$ cat src/rtl/sweep_ctrl_pkg.sv
// Shared definitions for the sweep controller: state encoding.
package sweep_ctrl_pkg;

    localparam int STATE_W = 3;

    typedef enum logic [STATE_W-1:0] {
        S_IDLE = 3'd0,
        S_LOAD = 3'd1,
        S_UP   = 3'd2,
        S_DOWN = 3'd3,
        S_DONE = 3'd4,
        S_CLR  = 3'd5
    } state_e;

endpackage

$ cat src/rtl/sweep_ctrl.sv
// Sweep controller: drives a univ_bin_counter from lo up to hi and back
// down to lo, for a programmed number of sweeps (0 = run until stopped).
module sweep_ctrl
    import sweep_ctrl_pkg::*;
#(
    parameter int N = 3,
    parameter int W = 8
) (
    input  logic         clk_i,
    input  logic         reset_i,
    input  logic         start_i,
    input  logic         stop_i,
    input  logic [N-1:0] lo_i,
    input  logic [N-1:0] hi_i,
    input  logic [W-1:0] cycles_i,
    input  logic [N-1:0] q_i,
    output logic         syn_clr_o,
    output logic         load_o,
    output logic         en_o,
    output logic         up_o,
    output logic [N-1:0] d_o,
    output logic         busy_o,
    output logic         done_tick_o,
    output logic         err_tick_o,
    output logic [W-1:0] sweep_cnt_o
);

    state_e       state_q, state_d;
    logic [N-1:0] lo_q, lo_d, hi_q, hi_d;
    logic [W-1:0] cyc_q, cyc_d, cnt_q, cnt_d, cnt_inc;
    logic         err_d;
    logic         load_q, clr_q, done_q, busy_q, err_q;
    logic         last_sweep;

    // Count as it will read once the current sweep is credited; a zero
    // cycle target never terminates.
    assign cnt_inc    = cnt_q + W'(1);
    assign last_sweep = (cyc_q != '0) && (cnt_inc == cyc_q);

    // Next-state and capture logic; stop overrides every active transition.
    always_comb begin
        state_d = state_q;
        lo_d    = lo_q;
        hi_d    = hi_q;
        cyc_d   = cyc_q;
        cnt_d   = cnt_q;
        err_d   = 1'b0;
        unique case (state_q)
            S_IDLE: begin
                if (start_i) begin
                    if (lo_i < hi_i) begin
                        lo_d    = lo_i;
                        hi_d    = hi_i;
                        cyc_d   = cycles_i;
                        cnt_d   = '0;
                        state_d = S_LOAD;
                    end else begin
                        err_d = 1'b1;
                    end
                end
            end
            S_LOAD: state_d = stop_i ? S_CLR : S_UP;
            S_UP: begin
                if (stop_i)            state_d = S_CLR;
                else if (q_i == hi_q)  state_d = S_DOWN;
            end
            S_DOWN: begin
                if (stop_i) begin
                    state_d = S_CLR;
                end else if (q_i == lo_q) begin
                    cnt_d   = cnt_inc;
                    state_d = last_sweep ? S_DONE : S_UP;
                end
            end
            S_DONE:  state_d = S_IDLE;
            S_CLR:   state_d = S_IDLE;
            default: state_d = S_IDLE;
        endcase
    end

    // State, captured bounds and Moore outputs registered from the next state.
    always_ff @(posedge clk_i or negedge reset_i) begin
        if (!reset_i) begin
            state_q <= S_IDLE;
            lo_q    <= '0;
            hi_q    <= '0;
            cyc_q   <= '0;
            cnt_q   <= '0;
            load_q  <= 1'b0;
            clr_q   <= 1'b0;
            done_q  <= 1'b0;
            busy_q  <= 1'b0;
            err_q   <= 1'b0;
        end else begin
            state_q <= state_d;
            lo_q    <= lo_d;
            hi_q    <= hi_d;
            cyc_q   <= cyc_d;
            cnt_q   <= cnt_d;
            load_q  <= (state_d == S_LOAD);
            clr_q   <= (state_d == S_CLR);
            done_q  <= (state_d == S_DONE);
            busy_q  <= (state_d != S_IDLE);
            err_q   <= err_d;
        end
    end

    // Count enable/direction follow q so the turnaround costs no dwell cycle.
    always_comb begin
        en_o = 1'b0;
        up_o = 1'b0;
        case (state_q)
            S_UP: begin
                en_o = 1'b1;
                up_o = (q_i != hi_q);
            end
            S_DOWN: begin
                if (q_i != lo_q) begin
                    en_o = 1'b1;
                end else if (!last_sweep) begin
                    en_o = 1'b1;
                    up_o = 1'b1;
                end
            end
            default: ;
        endcase
    end

    assign load_o      = load_q;
    assign syn_clr_o   = clr_q;
    assign done_tick_o = done_q;
    assign busy_o      = busy_q;
    assign err_tick_o  = err_q;
    assign d_o         = lo_q;
    assign sweep_cnt_o = cnt_q;

endmodule

$ cat config.mk
export PLATFORM = sky130hd
export DESIGN_NAME = sweep_ctrl
export DESIGN_NICKNAME = d
export VERILOG_FILES = /design/src/rtl/sweep_ctrl_pkg.sv /design/src/rtl/sweep_ctrl.sv
export SDC_FILE = /design/constraint.sdc
export NUM_CORES = 1
export LEC_CHECK = 0
export ABC_AREA = 1
export CAP_MARGIN = 10
export CELL_PAD_IN_SITES_DETAIL_PLACEMENT = 1
export CELL_PAD_IN_SITES_GLOBAL_PLACEMENT = 2
export CORE_MARGIN = 2
export CORE_UTILIZATION = 26
export CTS_BUF_LIST = sky130_fd_sc_hd__clkbuf_8
export DETAILED_ROUTE_END_ITERATION = 7
export PLACE_DENSITY = 0.82
export SETUP_SLACK_MARGIN = 0.15
export SYNTH_ARGS = -nofsm -noshare
export SYNTH_HDL_FRONTEND = slang
export SYNTH_SLANG_ARGS = --single-unit
$ cat constraint.sdc
create_clock -name clk_i -period 1.7 [get_ports clk_i]
set_input_delay 0.34 -clock clk_i [delete_from_list [all_inputs] [get_ports clk_i]]
set_output_delay 0.34 -clock clk_i [all_outputs]
set_load 0.1 [all_outputs]
==> results of run 1 <==
-- worst max-delay path: stages (launching register included) --
cell     delay (ps)
dfrtp_4         500
ha_4            280
inv_2            30
nand2_1          40
nand2_1          50
nor2_1          100
nand2_1          70
nor2_2          100
nand2_2          70
nor2_4          120
nand4_2         100
o21a_4          220
buf_12          160
-- registers in the layout (all words and copies together) (netlist names) --
name	cells
err_tick_o	1
sweep_cnt_o	8
state_q	3
load_o	1
hi_q	3
busy_o	1
done_tick_o	1
cyc_q	8
d_o	3
syn_clr_o	1
-- power by group through the flow --
stage / registers, uW / logic (uW) / clock network [uW]
finish: 1190 / 3320 / 706
global route: 1220 / 3510 / 750
CTS: 1150 / 2920 / 723
detailed placement: 1150 / 2680 / 0
global placement: 1130 / 2640 / 0
floorplan: 1730 / 957 / 0
-- how the worst min path moves through the flow --
stage               startpoint  endpoint  slack [ps]
finish                 lo_i[1]    d_o[1]         310
global route           lo_i[1]    d_o[1]         310
CTS                    lo_i[1]    d_o[1]         370
detailed placement     hi_q[0]   hi_q[0]         500
global placement       hi_q[0]   hi_q[0]         490
floorplan              reset_i    busy_o          40
-- synth_stat cells, drive strengths merged --
cell	count
inv	35
buf	3
o31ai	1
nand2	76
nor2	18
o22ai	6
xnor2	3
nor3	1
a21boi	1
o21a	1
dfrtp	30
a21oi	2
ha	3
nand4	4
a31oi	1
xor2	3
nand3	18
o21ai	17
-- final cells by class --
class	count	area (um^2)	area share, %
Sequential cell	30	777.0	23.20
Clock inverter	3	37.54	1.121
Clock buffer	5	68.82	2.055
Timing Repair Buffer	108	1161	34.67
Multi-Input combinational cell	155	1070	31.94
Inverter	35	138.9	4.146
Tap cell	77	96.34	2.876
-- through the flow --
stage	worst slack, ps	power [uW]	instances
after global routing	-852.7	5477	413
after detailed placement	-618.8	3831	384
final	-761.6	5217	413
after floorplan	-523.6	2692	223
after CTS	-762.7	4789	407
after global placement	-520.0	3776	384
-- logic make-up (layout without fill, tap and decap cells) --
| family | Yosys count | count (layout) | share of synthesized area (%) |
|---|---|---|---|
| AND/OR/NAND/NOR | 117 | 117 | 31.33 |
| buffers and inverters | 38 | 151 | 8.667 |
| flip-flops | 30 | 30 | 44.44 |
| AO/OA/AOI/OAI | 29 | 29 | 10.22 |
| XOR/XNOR | 6 | 6 | 3.112 |
| adder cells (fa/ha/maj) | 3 | 3 | 2.222 |
-- what timing repair did --
action,4_1_cts,5_1_grt
gates resized for setup,41,44
setup buffers,15,4
pin swaps,17,11
cloned,0,2
endpoints found under the setup margin,30,30
-- cells in the final DEF, fill, tap and decap left out, drive strengths merged --
master and count:
nand3 18, o22ai 6, clkdlybuf4s15 1, clkdlybuf4s50 11, a21boi 1, a21oi 2
bufinv 1, dfrtp 30, inv 37, clkbuf 7, buf 88, ha 3
nor2 18, xor2 3, o21a 1, xnor2 3, nand2 76, o31ai 1
dlygate4sd2 6, nand4 4, o21ai 17, nor3 1, a31oi 1
-- routing by layer --
layer,track usage [%],vias up,wire [um]
met2,30.49,35,3654
li1,-,928,-
met5,0,-,0
met1,20.48,918,2752
met3,2.950,11,150
met4,7.071,0,172
==> qor.csv, run 1 <==
metric,value,unit
status,"complete, but fails checks",
failing checks,negative setup slack,
antenna violations before repair,0,
switch share,46.22,%
largest net degree at the start of global routing,31,
Routed Antenna Nets,0,
Ys Warns,0,
root buf cell,clkbuf_8,
post-synth net total,247,
Leak,0.001573,uW
Final Core Density,53.05,%
final wirelength,6730,um
Flop pwr share,22.8,%
reg2reg start,d_o[2],
cell count of the worst hold path,3,
share of layout cells above drive strength 1,50.60,%
area of the core,0.006314,mm^2
Synth Cell Area,0.001689,mm^2
"FF+latch count, synth",30,
Clk pwr share,13.5,%
Starting Density,26.75,%
crit path DAT,2120,ps
WS Path Type,reg2out,
die width,84.60,um
RR Endpoint,done_tick_o,
Worst setup endpoint,en_o,
IO Pins,39,
vias per inst,4.581,
H-Tree Depth,2,
Max Freq,0.4062,GHz
final worst slack,-761.6,ps
clock slew at reported path FFs,70,ps
Setup crit start,sweep_cnt_o[0],
via count,1892,
max_slew headroom,67.71,%
die height,84.60,um
Tcrit/Tclk final,144.8,%
maximum VDD drop,1.044,mV
Post-DP HPWL,3962,um
Ant. Diodes,0,
Critical Path Sink Type,output port,
Final Hold Fails,0,
Gate power share,63.7,%
Max Cap Violations,0,
RSZ-0062 raised after global routing,true,
number of distinct library cells after synthesis,25,
Area Overhead vs Synth,98.30,%
fin crit period,2462,ps
post-synthesis sequential area ratio,44.44,%
Pre-Repair DR Iteration Count,4,
Total GRT Usage,17.19,%
Syn Inst Count,223,
CTS sink count,30,
Fill cells,738,
cell taking the most area after synthesis,dfrtp_1,
Placer Congestion,0.8128,
starting DRC count in detailed routing,52,
crit path max fanout,3,
Die ar.,0.007157,mm^2
Slew Limit Fails,0,
Port Buf Inserts,38,
worst hold path class,in2reg,
flop-to-flop setup slack,-320,ps
Critical Path RT,1360,ps
first-pass GRT wire length,9729,um
Hold WS,312.1,ps
CTS Hold Bufs,0,
internal power,2806,uW
FF-to-FF path depth,13,
Mean Syn Cell Area,7.575,um^2
DP Area,0.002781,mm^2
NetSw,2411,uW
vias in the first global route,2042,
clock buffers created by TritonCTS,5,
Cell Pwr Density,1557,mW/mm^2
Nets,359,
CP Launch Type,flop,
GRT overflow,0,
Final Instance Area,0.003349,mm^2
Setup TNS Final,-2615,ps
CTS max path bufs,2,
Final setup viols,7,
Synth top area share,44.44,%
number of remaining DRC errors,0,
Worst-Margin Slew,480.7,ps
worst-skew pair later-pin latency,290,ps
Row Count,29,
Max Clock Skew,4.894,ps
WL/cell,16.30,um
TritonCTS clock tree,yes,
synth top area cells,"dfrtp_1 44%, nand2_1 16%, inv_1 7.1%, nand3_1 4.7%, o21ai_0 3.9%",
(Power assumes the default switching activity.)
==> run 2: changes to the inputs <==
--- a/config.mk
+++ b/config.mk
@@ -14,7 +14,8 @@
 export CTS_BUF_LIST = sky130_fd_sc_hd__clkbuf_8
 export DETAILED_ROUTE_END_ITERATION = 7
 export PLACE_DENSITY = 0.82
-export SETUP_SLACK_MARGIN = 0.15
+export SETUP_SLACK_MARGIN = 0.4
+export SLEW_MARGIN = 10
 export SYNTH_ARGS = -nofsm -noshare
 export SYNTH_HDL_FRONTEND = slang
 export SYNTH_SLANG_ARGS = --single-unit
==> constraint.sdc (replaced) <==
create_clock -name clk_i -period 1.7 [get_ports clk_i]
set_input_delay 0.17 -clock clk_i [delete_from_list [all_inputs] [get_ports clk_i]]
set_output_delay 0.17 -clock clk_i [all_outputs]
set_load 0.1 [all_outputs]
==> qor.csv, run 2 (synthesis gave the netlist of run 1 again) <==
metric,value,unit,change
Critical Path RT,1530,ps,+170 ps
Max Cap Violations,0,,unchanged
CP Launch Type,flop,,
Setup crit start,sweep_cnt_o[0],,
clock buffers created by TritonCTS,5,,unchanged
GRT overflow,0,,unchanged
root buf cell,clkbuf_8,,
Routed Antenna Nets,0,,unchanged
largest net degree at the start of global routing,31,,unchanged
via count,1806,,-4.5%
crit path max fanout,3,,unchanged
max_slew headroom,72.61,%,+4.9 points
vias in the first global route,1900,,-7.0%
most frequent cells in the layout,"69 x nand2_1, 49 x buf_4, 28 x inv_1, 20 x dfrtp_1",,
Final Hold Fails,0,,unchanged
Die ar.,0.007157,mm^2,unchanged
IO Pins,39,,unchanged
Starting Density,26.75,%,unchanged
Hold Startpoint,lo_i[0],,
Tcrit/Tclk final,137.9,%,-6.9 points
share of layout cells above drive strength 1,43.04,%,-7.6 points
Area Overhead vs Synth,76.59,%,
CTS max path bufs,2,,unchanged
Critical Path Sink Type,output port,,
failing checks,negative setup slack,,
"leading cell type in the layout, fill and taps excluded",nand2_1,,
Cell Pwr Density,1516,mW/mm^2,-2.7%
number of remaining DRC errors,0,,unchanged
worst-skew pair later-pin latency,280,ps,about the same
Final setup viols,14,,+7
crit path DAT,2170,ps,+50 ps
H-Tree Depth,2,,unchanged
WS Path Type,reg2out,,
final worst slack,-644.3,ps,+117.3 ps
Nets,339,,-5.6%
Ant. Diodes,0,,unchanged
Row Count,29,,unchanged
worst hold path class,in2reg,,
Final Total Pwr,4522,uW,-13%
Port Buf Inserts,38,,unchanged
first-pass GRT wire length,8956,um,-7.9%
vias per inst,4.595,,+0.31%
TritonCTS clock tree,yes,,
antenna violations before repair,0,,unchanged
final wirelength,5520,um,-18%
flop-to-flop setup slack,-250,ps,+70 ps
maximum VDD drop,1.053,mV,+0.88%
Final Instance Area,0.002983,mm^2,-11%
Leak,0.001441,uW,-8.4%
reg2reg start,sweep_cnt_o[0],,
status,"complete, but fails checks",,
Placer Congestion,0.8021,,-1.3%
FF-to-FF path depth,13,,unchanged
Pre-Repair DR Iteration Count,4,,unchanged
die height,84.60,um,unchanged
Hold EP,d_o[0],,
cell count of the worst hold path,3,,unchanged
starting DRC count in detailed routing,69,,+33%
RSZ-0062 raised after global routing,true,,
fin crit period,2344,ps,-117.3 ps
CTS sink count,30,,unchanged
clock slew at reported path FFs,70,ps,about the same
Max Freq,0.4266,GHz,+5.0%
Worst-Margin Slew,406.6,ps,-74.11 ps
RR Endpoint,busy_o,,
die width,84.60,um,unchanged
WL/cell,14.05,um,-14%
Hold WS,153.5,ps,-158.7 ps
Slew Limit Fails,0,,unchanged
Max Clock Skew,8.834,ps,+3.940 ps
Post-DP HPWL,3822,um,-3.5%
area of the core,0.006314,mm^2,unchanged
Total GRT Usage,15.55,%,-1.6 points
DP Area,0.002576,mm^2,-7.4%
run 2: through the flow:
stage / utilization (%) / TNS (ps) / std cells / worst slack (ps)
6_report: 47.25 / -2424 / 393 / -644.3
5_1_grt: 47.25 / -3798 / 393 / -748.0
4_1_cts: 46.08 / -1939 / 390 / -631.9
3_5_place_dp: 40.80 / -7722 / 365 / -434.5
3_3_place_gp: 40.80 / -7151 / 365 / -391.5
2_1_floorplan: - / -1143 / 223 / -353.6
run 2: layout make-up:
cell class              count  area (um^2)
clock buffers               6        82.58
fillers                   762         3331
well taps                  77        96.34
clock inverters             2        7.507
repair buffers             88        918.4
multi-input cells         155        965.9
inverters                  35        136.4
flip-flops and latches     30        775.7
run 2: what timing repair did:
action,CTS,global route
setup endpoints to repair,30,33
cloned,1,0
hold buffers,0,0
pin swaps,12,11
setup buffers,16,3
gates resized for setup,29,19
run 2: critical path, cell delays in order (launching register included):
cell	delay (ps)
dfrtp_4	500
ha_4	280
inv_2	40
nand2_2	40
nand2_1	50
nor2_1	110
nand2_1	90
nor2_2	90
nand2_2	70
nor2_4	130
nand4_2	120
o21a_4	230
buf_12	160
run 2: worst max path at each step:
stage,to,slack (ps),depth (start not counted)
finish,en_o,-640,12
global route,en_o,-750,12
CTS,en_o,-630,12
detailed placement,sweep_cnt_o[4],-430,10
global placement,sweep_cnt_o[4],-390,10
floorplan,en_o,-350,11
run 2: where the power goes:
part / switching [uW] / leakage [uW] / internal [uW]
combinational: 1710 / 0.00101 / 1060
sequential: 177 / 0.000374 / 979
clock: 278 / 0.0000538 / 318
run 2: routing by layer:
layer / global-route usage [%] / wire length [um] / share of wire (%) / vias to the layer above
met2: 27.27 / 2853 / 52 / 33
met4: 4.185 / 74 / 1.3 / 0
met5: 0 / 0 / 0 / -
met3: 3.147 / 163 / 3.0 / 8
li1: - / - / - / 890
met1: 19.41 / 2429 / 44 / 875
==> run 3: changes to the inputs <==
--- a/config.mk
+++ b/config.mk
@@ -10,10 +10,11 @@
 export CELL_PAD_IN_SITES_DETAIL_PLACEMENT = 1
 export CELL_PAD_IN_SITES_GLOBAL_PLACEMENT = 2
 export CORE_MARGIN = 2
-export CORE_UTILIZATION = 26
+export CORE_UTILIZATION = 33
 export CTS_BUF_LIST = sky130_fd_sc_hd__clkbuf_8
 export DETAILED_ROUTE_END_ITERATION = 7
-export PLACE_DENSITY = 0.82
+export DONT_BUFFER_PORTS = 1
+export PLACE_DENSITY = 0.81
 export SETUP_SLACK_MARGIN = 0.4
 export SLEW_MARGIN = 10
 export SYNTH_ARGS = -nofsm -noshare
==> qor.csv, run 3 (synthesis gave the netlist of run 1 again) <==
metric,value,unit,change
most frequent cells in the layout,"52 x nand2_1, 35 x buf_4, 27 x inv_1, 20 x dfrtp_1, 17 x nand2_2",,
Hold WS,-1.411,ps,-154.9 ps
vias per inst,4.732,,+3.0%
Routed Antenna Nets,0,,unchanged
buffers and inverters on the worst path,1,,-1
FF-to-FF path depth,14,,+1
CP cell instances,"ha_4, nand2_1, inv_1, nand3_1, nand3_1, nand2_1, nand2_1, nor2_2, nand4_2, o21a_4",,
die height,75.55,um,-11%
Starting Density,33.72,%,+7.0 points
Final Instance Area,0.002768,mm^2,-7.2%
DP Area,0.002125,mm^2,-18%
number of remaining DRC errors,0,,unchanged
pre-CTS setup slack,-278.8,ps,+155.7 ps
final wirelength,5591,um,+1.3%
Port Buf Inserts,0,,-100%
H-Tree Depth,2,,unchanged
CP Launch Type,flop,,
CTS max path bufs,2,,unchanged
crit path max fanout,4,,+1
RSZ-0062 raised after global routing,true,,
Leak,0.001345,uW,-6.7%
Critical Path RT,1530,ps,about the same
Critical Path Sink Type,output port,,
antenna violations before repair,0,,unchanged
CP dominant cell by count,nand2_1,,
Pre-Repair DR Iteration Count,4,,unchanged
Max Clock Skew,3.140,ps,-5.694 ps
root buf cell,clkbuf_8,,
CTS sink count,30,,unchanged
Post-DP HPWL,3543,um,-7.3%
Total GRT Usage,19.60,%,+4.1 points
worst hold path class,in2reg,,
cell count of the worst hold path,2,,-1
Final Hold Fails,1,,+1
first-pass GRT wire length,8273,um,-7.6%
clock slew at reported path FFs,70,ps,about the same
final worst slack,-600.9,ps,+43.32 ps
Worst-Margin Slew,1074,ps,+667.6 ps
Critical-path top delay cell,dfrtp_4,,
clock buffers created by TritonCTS,5,,unchanged
via count,1694,,-6.2%
Row Count,26,,-10%
Hold EP,cyc_q[2],,
Max Cap Violations,0,,unchanged
Final setup viols,6,,-8
Slew Limit Fails,0,,unchanged
RR Endpoint,busy_o,,
Placer Congestion,0.7889,,-1.6%
Cell Pwr Density,1662,mW/mm^2,+9.6%
Setup TNS Final,-2392,ps,+31.89 ps
starting DRC count in detailed routing,69,,unchanged
WL/cell,15.62,um,+11%
share of layout cells above drive strength 1,48.61,%,+5.6 points
Top Family by Delay on Critical Path,simple AND/OR/NAND/NOR gates,,
TritonCTS clock tree,yes,,
worst-skew pair later-pin latency,290,ps,about the same
max_slew headroom,28.60,%,-44 points
vias in the first global route,1766,,-7.1%
flop-to-flop setup slack,-370,ps,-120 ps
IO Pins,39,,unchanged
Nets,311,,-8.3%
Die ar.,0.005707,mm^2,-20%
Tcrit/Tclk final,135.3,%,-2.5 points
"leading cell type in the layout, fill and taps excluded",nand2_1,,
status,"complete, but fails checks",,
reg2reg start,sweep_cnt_o[0],,
Final Core Density,55.24,%,+8.0 points
Worst path max stage delay,490,ps,about the same
GRT overflow,0,,unchanged
largest net degree at the start of global routing,31,,unchanged
Max Freq,0.4346,GHz,+1.9%
fin crit period,2301,ps,-43.32 ps
failing checks,"negative hold slack, negative setup slack",,
die width,75.55,um,-11%
crit path DAT,2130,ps,-40 ps
WS Path Type,reg2out,,
Hold Startpoint,cycles_i[2],,
maximum VDD drop,0.7445,mV,-29%
Area Overhead vs Synth,63.85,%,
Ant. Diodes,0,,unchanged
area of the core,0.005010,mm^2,-21%
[run 3: cell type report]
class                   count  area (um^2)
multi-input cells         155         1052
well taps                  70        87.58
fillers                   601         2242
clock buffers               8        110.1
inverters                  35        138.9
repair buffers             60        603.1
flip-flops and latches     30        775.7
[run 3: metal layers]
layer	routed length, um	global-route usage (%)	vias up
met2	3091	34.01	30
li1	-	-	833
met3	195	4.497	8
met1	2227	24.25	823
met4	77	6.043	0
met5	0	0	-
[run 3: report_power, final]
group / switching (uW) / leakage, uW / internal, uW / total, uW
combinational: 1780 / 0.000913 / 959 / 2740
sequential: 190 / 0.000374 / 978 / 1170
clock: 285 / 0.0000575 / 409 / 694
[run 3: worst max-delay path by stage]
stage | startpoint | endpoint | slack (ps) | depth (start not counted)
6_report | sweep_cnt_o[0] | en_o | -600 | 10
4_1_cts | sweep_cnt_o[0] | en_o | -590 | 11
2_1_floorplan | sweep_cnt_o[0] | en_o | -350 | 11
3_3_place_gp | sweep_cnt_o[0] | up_o | -230 | 12
3_5_place_dp | sweep_cnt_o[0] | en_o | -280 | 11
5_1_grt | sweep_cnt_o[0] | en_o | -710 | 10
[run 3: per-stage QoR]
step | total power (uW) | std cells | hold slack (ps)
after floorplan | 2696 | 223 | -125.6
after global placement | 3113 | 329 | -124.6
after detailed placement | 3173 | 329 | -124.5
after CTS | 4246 | 350 | 1.454
after global routing | 4846 | 358 | 0.3987
final | 4600 | 358 | -1.411
[run 3: worst register-to-register path: cells and delay by family, from the launching register on]
kind                     cells  cell delay [ps]
flip-flops                   1              490
buffers and inverters        5              490
adder cells (fa/ha/maj)      1              190
AND/OR/NAND/NOR              8              750
[run 3: timing repair]
action,CTS,global route
resized for setup,61,35
buffers inserted,7,5
cloned,1,1
endpoints found under the setup margin,32,32
hold buffers,5,2
endpoints found under the hold margin,33,2
pin swaps,9,10
